`config.mk`:
```
export PLATFORM = sky130hd
export DESIGN_NAME = sdram_arbiter
export DESIGN_NICKNAME = d
export VERILOG_FILES = /design/src/rtl/sdram_arbiter.sv
export SDC_FILE = /design/constraint.sdc
export NUM_CORES = 1
export LEC_CHECK = 0
export ABC_CLOCK_PERIOD_IN_PS = 3600
export CAP_MARGIN = 20
export CORE_UTILIZATION = 44
export DETAILED_ROUTE_END_ITERATION = 12
export PLACE_DENSITY = 0.86
export SKIP_LAST_GASP = 1
export SLEW_MARGIN = 30
export SYNTH_ARGS = -nofsm -noshare
export SYNTH_HDL_FRONTEND = slang
export SYNTH_SLANG_ARGS = --single-unit
```
`constraint.sdc`:
```
create_clock -name clk -period 3.6 [get_ports clk]
set_input_delay 1.08 -clock clk [delete_from_list [all_inputs] [get_ports clk]]
set_output_delay 1.08 -clock clk [all_outputs]
set_load 0.005 [all_outputs]
```
`src/rtl/sdram_arbiter.sv`:
```
// sdram_arbiter: shares one sdram_controller user port between two Wishbone-style masters.
// One transaction in flight; round-robin or fixed-priority grant; reads bounded by a timeout.
module sdram_arbiter #(
    parameter int ADDR_W     = 25,
    parameter int DATA_W     = 32,
    parameter int PRIO_MODE  = 0,
    parameter int RD_TIMEOUT = 255
) (
    input  logic              clk,
    input  logic              rst,
    input  logic              m0_req,
    input  logic              m0_we,
    input  logic [ADDR_W-1:0] m0_addr,
    input  logic [DATA_W-1:0] m0_wdata,
    output logic              m0_ack,
    output logic [DATA_W-1:0] m0_rdata,
    input  logic              m1_req,
    input  logic              m1_we,
    input  logic [ADDR_W-1:0] m1_addr,
    input  logic [DATA_W-1:0] m1_wdata,
    output logic              m1_ack,
    output logic [DATA_W-1:0] m1_rdata,
    output logic [ADDR_W-1:0] ctrl_addr,
    output logic              ctrl_rw,
    output logic [DATA_W-1:0] ctrl_wdata,
    output logic              ctrl_in_valid,
    input  logic              ctrl_busy,
    input  logic              ctrl_out_valid,
    input  logic [DATA_W-1:0] ctrl_rdata,
    output logic              grant_id,
    output logic              timeout_err
);

    localparam int CNT_W = (RD_TIMEOUT < 1) ? 1 : $clog2(RD_TIMEOUT + 1);
    localparam logic [CNT_W-1:0]  TIMEOUT_LIMIT = CNT_W'(RD_TIMEOUT);
    localparam logic [31:0]       TIMEOUT_WORD  = 32'hDEADBEEF;
    localparam logic [DATA_W-1:0] TIMEOUT_DATA  = DATA_W'(TIMEOUT_WORD);

    typedef enum logic [1:0] {
        IDLE    = 2'd0,
        ISSUE   = 2'd1,
        RD_WAIT = 2'd2,
        DONE    = 2'd3
    } state_t;

    // Both requesting: m0 always wins in fixed mode, otherwise the one not served last.
    function automatic logic pick_grant(input logic req0, input logic req1, input logic last);
        logic pick;
        if (req0 && req1) begin
            pick = (PRIO_MODE == 1) ? 1'b0 : ~last;
        end else if (req1) begin
            pick = 1'b1;
        end else begin
            pick = 1'b0;
        end
        return pick;
    endfunction

    state_t            state_r;
    state_t            next_state_s;
    logic              last_grant_r;
    logic              grant_id_r;
    logic              we_r;
    logic [ADDR_W-1:0] addr_r;
    logic [DATA_W-1:0] wdata_r;
    logic [CNT_W-1:0]  cnt_r;
    logic [DATA_W-1:0] m0_rdata_r;
    logic [DATA_W-1:0] m1_rdata_r;
    logic              m0_ack_r;
    logic              m1_ack_r;
    logic              in_valid_r;
    logic              timeout_err_r;

    logic              any_req_s;
    logic              pick_s;
    logic              timeout_hit_s;
    logic              capture_s;
    logic              expire_s;
    logic              in_valid_nxt_s;
    logic              m0_ack_nxt_s;
    logic              m1_ack_nxt_s;
    logic [DATA_W-1:0] rdata_nxt_s;

    assign any_req_s     = m0_req | m1_req;
    assign pick_s        = pick_grant(m0_req, m1_req, last_grant_r);
    assign timeout_hit_s = (cnt_r == TIMEOUT_LIMIT);

    // State register.
    always_ff @(posedge clk) begin
        if (rst) begin
            state_r <= IDLE;
        end else begin
            state_r <= next_state_s;
        end
    end

    // Next-state logic.
    always_comb begin
        next_state_s = state_r;
        case (state_r)
            IDLE: begin
                if (any_req_s) begin
                    next_state_s = ISSUE;
                end else begin
                    next_state_s = IDLE;
                end
            end
            ISSUE: begin
                if (ctrl_busy) begin
                    next_state_s = ISSUE;
                end else if (we_r) begin
                    next_state_s = DONE;
                end else begin
                    next_state_s = RD_WAIT;
                end
            end
            RD_WAIT: begin
                if (ctrl_out_valid || timeout_hit_s) begin
                    next_state_s = DONE;
                end else begin
                    next_state_s = RD_WAIT;
                end
            end
            DONE: begin
                next_state_s = IDLE;
            end
            default: begin
                next_state_s = IDLE;
            end
        endcase
    end

    // Output decode: next values for the registered strobes and the read-data source.
    always_comb begin
        in_valid_nxt_s = 1'b0;
        m0_ack_nxt_s   = 1'b0;
        m1_ack_nxt_s   = 1'b0;
        capture_s      = 1'b0;
        expire_s       = 1'b0;
        rdata_nxt_s    = TIMEOUT_DATA;
        in_valid_nxt_s = (next_state_s == ISSUE);
        if (next_state_s == DONE) begin
            m0_ack_nxt_s = ~grant_id_r;
            m1_ack_nxt_s = grant_id_r;
        end else begin
            m0_ack_nxt_s = 1'b0;
            m1_ack_nxt_s = 1'b0;
        end
        if (state_r == RD_WAIT) begin
            // Data arriving on the timeout cycle still counts as a normal completion.
            capture_s = ctrl_out_valid;
            expire_s  = ~ctrl_out_valid & timeout_hit_s;
        end else begin
            capture_s = 1'b0;
            expire_s  = 1'b0;
        end
        if (capture_s) begin
            rdata_nxt_s = ctrl_rdata;
        end else begin
            rdata_nxt_s = TIMEOUT_DATA;
        end
    end

    // Command latch, timeout counter, read-data capture and registered strobes.
    always_ff @(posedge clk) begin
        if (rst) begin
            last_grant_r  <= 1'b1;
            grant_id_r    <= 1'b0;
            we_r          <= 1'b0;
            addr_r        <= {ADDR_W{1'b0}};
            wdata_r       <= {DATA_W{1'b0}};
            cnt_r         <= {CNT_W{1'b0}};
            m0_rdata_r    <= {DATA_W{1'b0}};
            m1_rdata_r    <= {DATA_W{1'b0}};
            m0_ack_r      <= 1'b0;
            m1_ack_r      <= 1'b0;
            in_valid_r    <= 1'b0;
            timeout_err_r <= 1'b0;
        end else begin
            in_valid_r <= in_valid_nxt_s;
            m0_ack_r   <= m0_ack_nxt_s;
            m1_ack_r   <= m1_ack_nxt_s;
            if (state_r == IDLE && any_req_s) begin
                grant_id_r   <= pick_s;
                last_grant_r <= pick_s;
                we_r         <= pick_s ? m1_we    : m0_we;
                addr_r       <= pick_s ? m1_addr  : m0_addr;
                wdata_r      <= pick_s ? m1_wdata : m0_wdata;
            end
            if (state_r == ISSUE && !ctrl_busy) begin
                cnt_r <= {CNT_W{1'b0}};
            end else if (state_r == RD_WAIT && !ctrl_out_valid && !timeout_hit_s) begin
                cnt_r <= cnt_r + CNT_W'(1);
            end
            if (capture_s || expire_s) begin
                if (grant_id_r) begin
                    m1_rdata_r <= rdata_nxt_s;
                end else begin
                    m0_rdata_r <= rdata_nxt_s;
                end
            end
            if (expire_s) begin
                timeout_err_r <= 1'b1;
            end
        end
    end

    assign m0_ack        = m0_ack_r;
    assign m1_ack        = m1_ack_r;
    assign m0_rdata      = m0_rdata_r;
    assign m1_rdata      = m1_rdata_r;
    assign ctrl_addr     = addr_r;
    assign ctrl_rw       = we_r;
    assign ctrl_wdata    = wdata_r;
    assign ctrl_in_valid = in_valid_r;
    assign grant_id      = grant_id_r;
    assign timeout_err   = timeout_err_r;

endmodule

```
After elaboration in Yosys (flattened, before gate mapping)
Cells that the tools add are included.
{ "totals": {"register_bits": 138, "in_bits": 154, "mem_bits_rw": 0, "mem_count": 0, "latch_bits": 0, "rom_bits": 0, "word_cells": 54} }
{ "classes": {"reduce_logical": 15, "add_sub_neg": 1, "bitwise": 6, "div_mod_pow": 0, "mul": 0, "n_lt_le_gt_ge": 0, "shift": 0, "mux": 13, "eq_ne": 6} }
{ "op_table": {"columns": ["operator", "count"], "rows": [
  ["$mux W32", 2],
  ["$mux W25", 1],
  ["$add A8 B1 Y8 const B", 1],
  ["$eq A8 B8 Y1 const B", 1],
  ["$mux W1", 8],
  ["$pmux W2 S4", 1],
  ["$eq A2 B2 Y1 const B", 3],
  ["$logic_and A1 B1 Y1", 5],
  ["$eq A2 B1 Y1 const B", 2],
  ["$not A1 Y1", 4],
  ["$reduce_and A2 Y1", 2],
  ["$reduce_or A2 Y1", 2],
  ["$logic_not A1 Y1", 3],
  ["$logic_not A2 Y1", 1],
  ["$logic_or A1 B1 Y1", 2],
  ["$mux W2", 1],
  ["$and A1 B1 Y1", 1],
  ["$or A1 B1 Y1", 1]
]} }

Depth between registers and ports, before layout
{ "depth": {"depth_word": 7, "ltp_mapped": 7, "mapped_depth_nobuf": 5} }

Worst setup path after synthesis
OpenSTA, ideal clock, no wires.
{ "synth_timing": {"path_type": "input-to-reg", "start": "input ctrl_out_valid", "end": "register cnt_r[4]", "stages": 5, "t_required_ns": 3.469, "n_path_buf": 1, "slack_ns": 1.483, "arrival_time_ns": 1.986, "path_cell_list": "buf_2 nor3b_2 nand3_1 o311ai_1 o41ai_1"} }
{ "synth_via": {"elab_chain_cells": 3} }
{ "synth_rtl": {"columns": ["element", "line_no", "source"], "rows": [
  ["from (decl)", "28", "input logic ctrl_out_valid,"],
  ["$logic_not A1 Y1", "192", "end else if (state_r == RD_WAIT && !ctrl_out_valid && !timeout_hit_s) begin"],
  ["$logic_and A1 B1 Y1 (2 in series)", "192", null],
  ["to (signal assigned)", "172", "cnt_r <= {CNT_W{1'b0}};"],
  ["to (signal assigned)", "191", "cnt_r <= {CNT_W{1'b0}};"],
  ["to (signal assigned)", "193", "cnt_r <= cnt_r + CNT_W'(1);"],
  ["to (decl)", "66", "logic [CNT_W-1:0] cnt_r;"]
]} }
No other way between the ends.
A chain may end at the register's enable or synchronous reset.

Worst setup path after layout
Ends and elaborated chain as after synthesis.

==> flow_metrics.env <==
export IMPL_synth_ff_type="dfxtp_1"
export IMPL_grt_pass1_wl_um=28270
export IMPL_syn_area_per_cell_um2=9.121
export IMPL_max_freq_ghz=0.3792
export IMPL_synth_top_area_frac=0.4740
export IMPL_clockPowerShare=0.453
export IMPL_routedWlPerCell_um=17.25
export IMPL_leakagePower_uw=0.003255
export IMPL_peakVddDrop_mv=0.2948
export IMPL_synth_edf_count=0
export IMPL_clock_path_buffers=2
export IMPL_finalWirelength_um=18470
export IMPL_tightest_slew_ns=0.8616
export IMPL_cts_setup_buffers=0
export IMPL_yosysSeqAreaShare=0.4740
export IMPL_antenna_left=0
export IMPL_status="complete, no violations"
export IMPL_maxSlewHeadroom=0.4256
export IMPL_portBuffers=280
export IMPL_crit_path_max_fanout=12
export IMPL_p_comb_frac=0.174
export IMPL_finalHoldViolCount=0
export IMPL_rrSetupSlack_ns=1.27
export IMPL_start_util=0.4563
export IMPL_place_hpwl_um=12470
export IMPL_hold_buffers=0
export IMPL_cts_root_buf="clkbuf_16"
export IMPL_num_vias=5832
export IMPL_skew_ns=0.005874
export IMPL_overflow=0
export IMPL_synthTopCellsByCount="dfxtp_1, nor3_1, a21oi_1, nor2_1, mux2i_1"
export IMPL_yosys_area_top_type="dfxtp_1"
export IMPL_die_y_um=117.1
export IMPL_clk_latency_ns=0.42
export IMPL_cts_made_buffers=17
export IMPL_crit_arrival_ns=2.92
export IMPL_crit_chain="clkdlybuf4s50_1 > nor3b_2 > nand3_1 > o311ai_1 > o41ai_1"
export IMPL_fin_area_mm2=0.009353
export IMPL_cts_sinks=138
export IMPL_top_level_ports=281
export IMPL_period_needed_ns=2.637
export IMPL_seq_power_share=0.373
export IMPL_fin_setup_tns_ns=0
export IMPL_rsz0062_at_grt="false"
export IMPL_drc=0
export IMPL_viasPerCell=5.445
export IMPL_required_ns=3.89
export IMPL_synth_seq_cells=138
export IMPL_fin_crit_sh=0.7325
export IMPL_die_w_um=117.1
export IMPL_setup_viol=0
export IMPL_synth_nets=794
export IMPL_critical_path_top_delay_family="buffers and inverters"
export IMPL_drt_iter0_drc=460
export IMPL_dr_pass1_iters=5
export IMPL_p_int_uw=3480
export IMPL_maxCapViolations=0
export IMPL_async_reset_ff_frac=0
export IMPL_critical_path_max_stage_delay_ns=0.66
export IMPL_n_fill_cell=930
export IMPL_p_sw_uw=1064
export IMPL_grt_pass1_vias=5610
export IMPL_area_growth_pct=60.48
export IMPL_cpMaxStageDelayCell="clkdlybuf4s50_1"
export IMPL_syn_area_mm2=0.005828
export IMPL_slew_violations=0
export IMPL_synth_cells=639
export IMPL_regArea_mm2=0.002763
export IMPL_cts_htree_levels=4
export IMPL_gr_usage_all_layers=0.2736
export IMPL_synthMostInstantiatedCell="dfxtp_1"
export IMPL_start_kind="input pin"
export IMPL_yosys_top_cells_area="dfxtp_1, mux2i_1, nor3_1"
export IMPL_synthDistinctLibCells=47
export IMPL_critical_path_class="in2reg"
export IMPL_pwr_density_cell_mw_per_mm2=485.8
export IMPL_ys_warnings_count=0
export IMPL_placed_area_mm2=0.008655
export IMPL_cp_num_buf_inv=1
export IMPL_design_core_area_mm2=0.01277
export IMPL_swShare=0.2341
export IMPL_drive_gt1_frac=0.07453
export IMPL_grt_max_degree=77
export IMPL_path_clk_slew_ns=0.06
export IMPL_layout_nets=1041
export IMPL_cp_end_kind="register"
export IMPL_antenna_found_initial=0
export IMPL_cts_resized=0
export IMPL_n_antenna_cell=0
export IMPL_cts_tree="done"
export IMPL_rows=41
export IMPL_dieArea_mm2=0.01371
export IMPL_hp_class="reg2reg"
export IMPL_multi_input_area_mm2=0.002754
export IMPL_gp_congestion=0.8307
[worst paths after layout]
check                               startpoint     endpoint  cells past startpoint
worst max-delay path            ctrl_out_valid     cnt_r[4]                      5
worst min-delay path               timeout_err  timeout_err                      2
worst max register to register      state_r[1]  m1_rdata[9]                      5
worst min register to register     timeout_err  timeout_err                      2
[power by group through the flow]
| stage | Sequential (uW) | Combinational, uW | Clock (uW) |
|---|---|---|---|
| 6_report | 1690 | 791 | 2060 |
| 5_1_grt | 1710 | 855 | 2160 |
| 4_1_cts | 1690 | 795 | 2080 |
| 3_5_place_dp | 1720 | 780 | 0 |
| 3_3_place_gp | 1720 | 766 | 0 |
| 2_1_floorplan | 1720 | 343 | 0 |
[cells in the final DEF (no fill, tap or decap), drive strengths merged, types with 2 or more instances in the layout]
| master | count |
|---|---|
| inv | 3 |
| a41oi | 2 |
| clkinv | 3 |
| and4 | 2 |
| a2111oi | 3 |
| nand3 | 20 |
| clkdlybuf4s50 | 279 |
| nand2 | 5 |
| nor3b | 3 |
| nor3 | 100 |
| mux2i | 58 |
| a21boi | 2 |
| or2 | 3 |
| nor2b | 4 |
| and3 | 2 |
| bufinv | 7 |
| o21ai | 20 |
| a211oi | 59 |
| clkbuf | 20 |
| buf | 12 |
| a21oi | 69 |
| nand2b | 2 |
| nor2 | 69 |
| o21bai | 2 |
| dfxtp | 138 |
[logic make-up after synthesis]
| group | share of synthesized area |
|---|---|
| xor gates and xnor gates | 0.003006 |
| muxes | 0.09961 |
| buffers and inverters | 0.05753 |
| and+or+nand+nor | 0.1786 |
| AOI/OAI and AO/OA | 0.1851 |
| adders and majority gates | 0.002147 |
| DFF | 0.4740 |
[worst min-delay path, cell delays in order (launching register included)]
cell,delay [ns]
dfxtp_1,0.33
a21oi_1,0.04
nor2_1,0.07
[per-stage QoR]
stage          instances  hold WS, ns  total power, uW  worst slack [ns]  utilization
6_report            1071       0.4719             4543            0.9632       0.7322
2_1_floorplan        639       0.4604             2066             1.483            -
3_5_place_dp        1039       0.4590             2505            0.7060       0.6775
5_1_grt             1071       0.4921             4719            0.9122       0.7322
4_1_cts             1071       0.4748             4571             1.006       0.7322
3_3_place_gp        1038       0.4490             2488            0.7377       0.6754
[metal layers]
metal | wire length (um) | GRT usage | up-vias
li1 | - | - | 2829
met1 | 7106 | 0.3095 | 2672
met2 | 9127 | 0.4643 | 276
met3 | 1500 | 0.08496 | 55
met4 | 737 | 0.1426 | 0
met5 | 0 | 0 | -
[sequential cells by signal, summed over array words and instances (netlist names)]
signal,cells
m0_rdata,32
ctrl_in_valid,1
last_grant_r,1
m1_ack,1
state_r,2
m1_rdata,32
ctrl_wdata,32
grant_id,1
cnt_r,8
ctrl_rw,1
ctrl_addr,25
timeout_err,1
m0_ack,1
[area by class of cell]
cell class                      instances  share of cell area
Clock buffer                           20             0.04883
Clock inverter                         12             0.02582
Inverter                                2           0.0008027
Multi-Input combinational cell        436              0.2944
Sequential cell                       138              0.2954
Tap cell                              172             0.02301
Timing Repair Buffer                  291              0.3117
No activity file was read; power rests on OpenSTA's default activity.
